[config.mk]
export PLATFORM = sky130hd
export DESIGN_NAME = cluster_cken_seq
export DESIGN_NICKNAME = d
export VERILOG_FILES = /design/src/rtl/cluster_cken_seq.sv
export SDC_FILE = /design/constraint.sdc
export NUM_CORES = 1
export LEC_CHECK = 0
export ABC_AREA = 1
export BUFFER_PORTS_ARGS = -buffer_cell sky130_fd_sc_hd__buf_4
export CORE_MARGIN = 1
export CORE_UTILIZATION = 55
export CTS_CLUSTER_DIAMETER = 120
export DETAILED_ROUTE_END_ITERATION = 16
export PLACE_DENSITY_LB_ADDON = 0.25
export SETUP_SLACK_MARGIN = 0.5
export SYNTH_ARGS = -nofsm -noshare
export SYNTH_HDL_FRONTEND = slang
export SYNTH_SLANG_ARGS = --single-unit
[constraint.sdc]
create_clock -name gclk -period 2.7 [get_ports gclk]
set_clock_uncertainty 0.05 [all_clocks]
set_input_delay 0.405 -clock gclk [delete_from_list [all_inputs] [get_ports gclk]]
set_output_delay 0.405 -clock gclk [all_outputs]
set_load 0.02 [all_outputs]
[src/rtl/cluster_cken_seq.sv]
// Cluster clock-enable sequencer: staggers per-cluster enables on power-up,
// then releases global reset/debug-init; reverses the order on power-down.
module cluster_cken_seq #(
    parameter int NCLUST    = 4,
    parameter int GAP       = 4,
    parameter int RST_HOLD  = 8,
    parameter int DBG_PULSE = 4
) (
    input  logic              gclk,
    input  logic              arst,
    input  logic              start,
    input  logic              stop,
    input  logic              dbg_req,
    output logic [NCLUST-1:0] cluster_cken,
    output logic              grst_l,
    output logic              gdbginit_l,
    output logic              ready,
    output logic              busy
);

    localparam int MAX_GR = (GAP > RST_HOLD) ? GAP : RST_HOLD;
    localparam int MAXV   = (MAX_GR > DBG_PULSE) ? MAX_GR : DBG_PULSE;
    localparam int CW     = $clog2(MAXV) + 1;

    // Counter is loaded with N-1 so a phase lasts exactly N cycles.
    localparam logic [CW-1:0] GAP_LD  = CW'(GAP - 1);
    localparam logic [CW-1:0] HOLD_LD = CW'(RST_HOLD - 1);
    localparam logic [CW-1:0] DBG_LD  = CW'(DBG_PULSE - 1);

    localparam logic [2:0] S_OFF  = 3'd0;
    localparam logic [2:0] S_RAMP = 3'd1;
    localparam logic [2:0] S_HOLD = 3'd2;
    localparam logic [2:0] S_RUN  = 3'd3;
    localparam logic [2:0] S_DBG  = 3'd4;
    localparam logic [2:0] S_DOWN = 3'd5;

    logic [2:0]        st_q, st_d;
    logic [CW-1:0]     cnt_q, cnt_d, cnt_dec;
    logic [NCLUST-1:0] cken_q, cken_d;
    logic              cnt_zero;

    assign cnt_dec  = cnt_q - CW'(1);
    assign cnt_zero = (cnt_q == '0);

    always_comb begin
        st_d   = st_q;
        cnt_d  = cnt_q;
        cken_d = cken_q;
        case (st_q)
            S_OFF: begin
                if (start) begin
                    cken_d = NCLUST'(1);
                    if (NCLUST == 1) begin
                        st_d  = S_HOLD;
                        cnt_d = HOLD_LD;
                    end else begin
                        st_d  = S_RAMP;
                        cnt_d = GAP_LD;
                    end
                end
            end
            S_RAMP: begin
                if (stop) begin
                    st_d  = S_DOWN;
                    cnt_d = HOLD_LD;
                end else if (cnt_zero) begin
                    cken_d = (cken_q << 1) | NCLUST'(1);
                    if (cken_d[NCLUST-1]) begin
                        st_d  = S_HOLD;
                        cnt_d = HOLD_LD;
                    end else begin
                        cnt_d = GAP_LD;
                    end
                end else begin
                    cnt_d = cnt_dec;
                end
            end
            S_HOLD: begin
                if (stop) begin
                    st_d  = S_DOWN;
                    cnt_d = HOLD_LD;
                end else if (cnt_zero) begin
                    st_d = S_RUN;
                end else begin
                    cnt_d = cnt_dec;
                end
            end
            S_RUN: begin
                if (stop) begin
                    st_d  = S_DOWN;
                    cnt_d = HOLD_LD;
                end else if (dbg_req) begin
                    st_d  = S_DBG;
                    cnt_d = DBG_LD;
                end
            end
            S_DBG: begin
                if (stop) begin
                    st_d  = S_DOWN;
                    cnt_d = HOLD_LD;
                end else if (cnt_zero) begin
                    st_d = S_RUN;
                end else begin
                    cnt_d = cnt_dec;
                end
            end
            S_DOWN: begin
                if (cnt_zero) begin
                    cken_d = cken_q >> 1;
                    if (cken_d == '0) begin
                        st_d  = S_OFF;
                        cnt_d = '0;
                    end else begin
                        cnt_d = GAP_LD;
                    end
                end else begin
                    cnt_d = cnt_dec;
                end
            end
            default: begin
                st_d   = S_OFF;
                cnt_d  = '0;
                cken_d = '0;
            end
        endcase
    end

    // Status outputs are registered from the next state so they align with cken.
    always_ff @(posedge gclk or posedge arst) begin
        if (arst) begin
            st_q         <= S_OFF;
            cnt_q        <= '0;
            cken_q       <= '0;
            cluster_cken <= '0;
            grst_l       <= 1'b0;
            gdbginit_l   <= 1'b0;
            ready        <= 1'b0;
            busy         <= 1'b0;
        end else begin
            st_q         <= st_d;
            cnt_q        <= cnt_d;
            cken_q       <= cken_d;
            cluster_cken <= cken_d;
            grst_l       <= (st_d == S_RUN) || (st_d == S_DBG);
            gdbginit_l   <= (st_d == S_RUN);
            ready        <= (st_d == S_RUN);
            busy         <= (st_d == S_RAMP) || (st_d == S_HOLD) ||
                            (st_d == S_DBG)  || (st_d == S_DOWN);
        end
    end

endmodule

==> key figures <==
Run status
  • Status: completed

Power
  • Static leakage: 0.639 nW
  • Pwr dens: 1240 nW/um^2
  • Worst vdd ir: 0.783 mV

Setup path
  • CP endpoint kind: flip-flop
  • CP max FO: 3
  • Worst reg2reg path depth: 11
  • Slowest-stage cell, CP: dfrtp_1
  • Crit path top cell by count: nand2_1
  • Worst R2R End: busy
  • Crit-path cells: inv_1 -> ha_1 -> nand2_1 -> nor2_2 -> nand2_1 -> nand2_2 -> nand2_1 -> nor2_1 -> nand2_1 -> nand2_1 -> nand2_1
  • Worst r2r src: cnt_q[0]
  • R2r setup slk: 950 ps
  • Crit start category: flip-flop
  • CP max stage delay: 390 ps
  • WP data required: 2830 ps
  • Crit path kind: flip-flop to flip-flop
  • Crit path DAT: 1870 ps

Finish
  • Finished layout cell area: 1160 um^2
  • ANT cells: 0
  • Commonest non-fill, non-tap cell in the layout: nand2_1
  • Share of cells above drive strength 1: 26.5%
  • Non-filler instance count after layout: 187
  • Area grow syn2layout: 14.9%
  • Final net count: 169
  • Most frequent cells in the layout: 44 x nand2_1, 20 x inv_1, 14 x dfrtp_1
  • Fillcell total: 160

Synth
  • Post-synth EDFFs: 0
  • Yosys cell types: 23
  • Synth warn: 0
  • Ys async rst share: 100%
  • Yosys reg bits: 14
  • Post-synthesis cell area: 1010 um^2
  • Sequential-to-total area share from yosys stat: 34.8%
  • Syn nets: 153
  • Ys flop type: dfrtp_1
  • Cells after synthesis: 147
  • Syn Area/Cell: 6.85 um^2

Route
  • Final WL: 2210 um
  • Via count: 965
  • Drt pass-1 iters: 4
  • Antenna Violating Nets Remaining: 0
  • Drt drc: 0
  • Vias per cell: 5.16
  • Number of DRC markers in iteration 0: 50
  • Routed WL per cell: 11.8 um

Timing
  • Setup-failing EPs final: 0
  • Fmax: 0.572 GHz
  • Worst-Margin Slew: 542 ps
  • Setup TNS: 0 ps
  • Hold Vio Cnt, Final: 0
  • Min Tclk post-route: 1750 ps
  • RSZ-0062 raised after global routing: false
  • Final Max Slew Viols: 0
  • Rel. slew slack: 63.8%
  • Final hold slack: 114 ps
  • Fin crit share: 64.7%

Hold path
  • Min-Delay Path Class: primary input to async pin

Clock tree
  • CTS resizes: 0
  • CTS tree: built
  • Clk_lat worst skew: 280 ps
  • Clock-pin transition on the worst setup and hold timing paths: 90 ps
  • H-tree depth: 1
  • CTS Hold Bufs: 0
  • Clock Path Buffers: 2
  • Num CTS Buffers: 3
  • # clock sinks: 14
  • Root buffer cell: clkbuf_4
  • Post-CTS setup buffer count: 0

Global route
  • Initial antenna violation count: 0
  • All-Layer GR Usage: 26.0%
  • First-pass GRT wire length: 3610 um
  • Number of global-route vias before repair: 826
  • Total grt overflow: 0
  • Largest net degree at the start of global routing: 15

Floorplan
  • Die area: 2010 um^2
  • Die Span Y: 44.8 um
  • Row cnt: 15
  • Die span in x: 44.8 um
  • I/O Pins: 13
  • Core Box Area: 1730 um^2
  • Initial core utilization: 58.3%

Placed design
  • Port Buffers: 12
  • Dpl cell area: 1120 um^2
  • Post-DP HPWL: 1710 um
  • Cells after DPL: 183
  • Final Wtd Congestion: 0.933

Job
  • # Max-Cap Violations: 0
where the power goes:
| group | switching, W | internal, W | total, W |
|---|---|---|---|
| clock | 0.0000690 | 0.0000820 | 0.000151 |
| sequential | 0.0000917 | 0.000294 | 0.000386 |
| combinational | 0.000579 | 0.000323 | 0.000903 |
registers in the layout, summed over array words and instances, names as in the netlist:
signal  cells
st_q        3
cnt_q       4
busy        1
cken_q      4
grst_l      1
ready       1
worst max-delay path by stage:
stage / startpoint / to / cells after the start
after floorplan: cnt_q[0] / busy / 11
after global placement: cnt_q[0] / busy / 11
after detailed placement: cnt_q[0] / busy / 11
after CTS: cnt_q[0] / busy / 11
after global routing: cnt_q[0] / busy / 11
final: cnt_q[0] / busy / 11
layer usage:
metal / vias up / GRT usage, % / part of all wire (%)
li1: 482 / - / -
met1: 426 / 36.8 / 45
met2: 45 / 37.1 / 45
met3: 12 / 4.40 / 6.9
met4: 0 / 16.4 / 3.7
met5: - / 0 / 0
synth_stat cells, types with 2 or more instances:
master | count | area share, %
o211ai_1 | 2 | 1.5
o21ai_1 | 5 | 2.5
o22ai_1 | 2 | 1.2
a21oi_1 | 2 | 0.99
nand2_2 | 10 | 6.2
o21ai_0 | 6 | 3.0
nor2_4 | 5 | 5.6
nand2_1 | 44 | 16
inv_1 | 20 | 7.5
nor2_1 | 9 | 3.4
nor2_2 | 4 | 2.5
inv_2 | 5 | 1.9
nand3_1 | 10 | 5.0
dfrtp_1 | 14 | 35
cell type report:
cell class | count | area [um^2] | area share, %
multi-input combinational | 106 | 549 | 47.5
sequential | 14 | 350 | 30.3
inverter | 26 | 100 | 8.65
timing repair buffer | 12 | 90.1 | 7.78
clock buffer | 4 | 36.3 | 3.14
tap | 25 | 31.3 | 2.70
worst max-delay path: cells and delay by family (launching register included):
kind | cells | cell delay [ps]
buffers and inverters | 1 | 100
and+or+nand+nor | 9 | 900
DFF | 1 | 390
adders and majority gates | 1 | 210
logic make-up after synthesis:
logic type	count (synthesis)	share of synthesized area [%]
simple gates	85	41.5
flops	14	34.8
xor+xnor	2	1.74
buf+inv	27	10.7
fa+ha+maj	1	1.24
compound gates	18	10.1
stage by stage:
step / worst slack (ps) / total power (W) / utilization [%]
detailed placement: 1000 / 0.00128 / 64.9
floorplan: 1200 / 0.00107 / -
global route: 718 / 0.00158 / 67.0
global placement: 1130 / 0.00125 / 64.9
CTS: 946 / 0.00144 / 67.0
finish: 952 / 0.00144 / 67.0
Power figures use the tool's default switching activity.
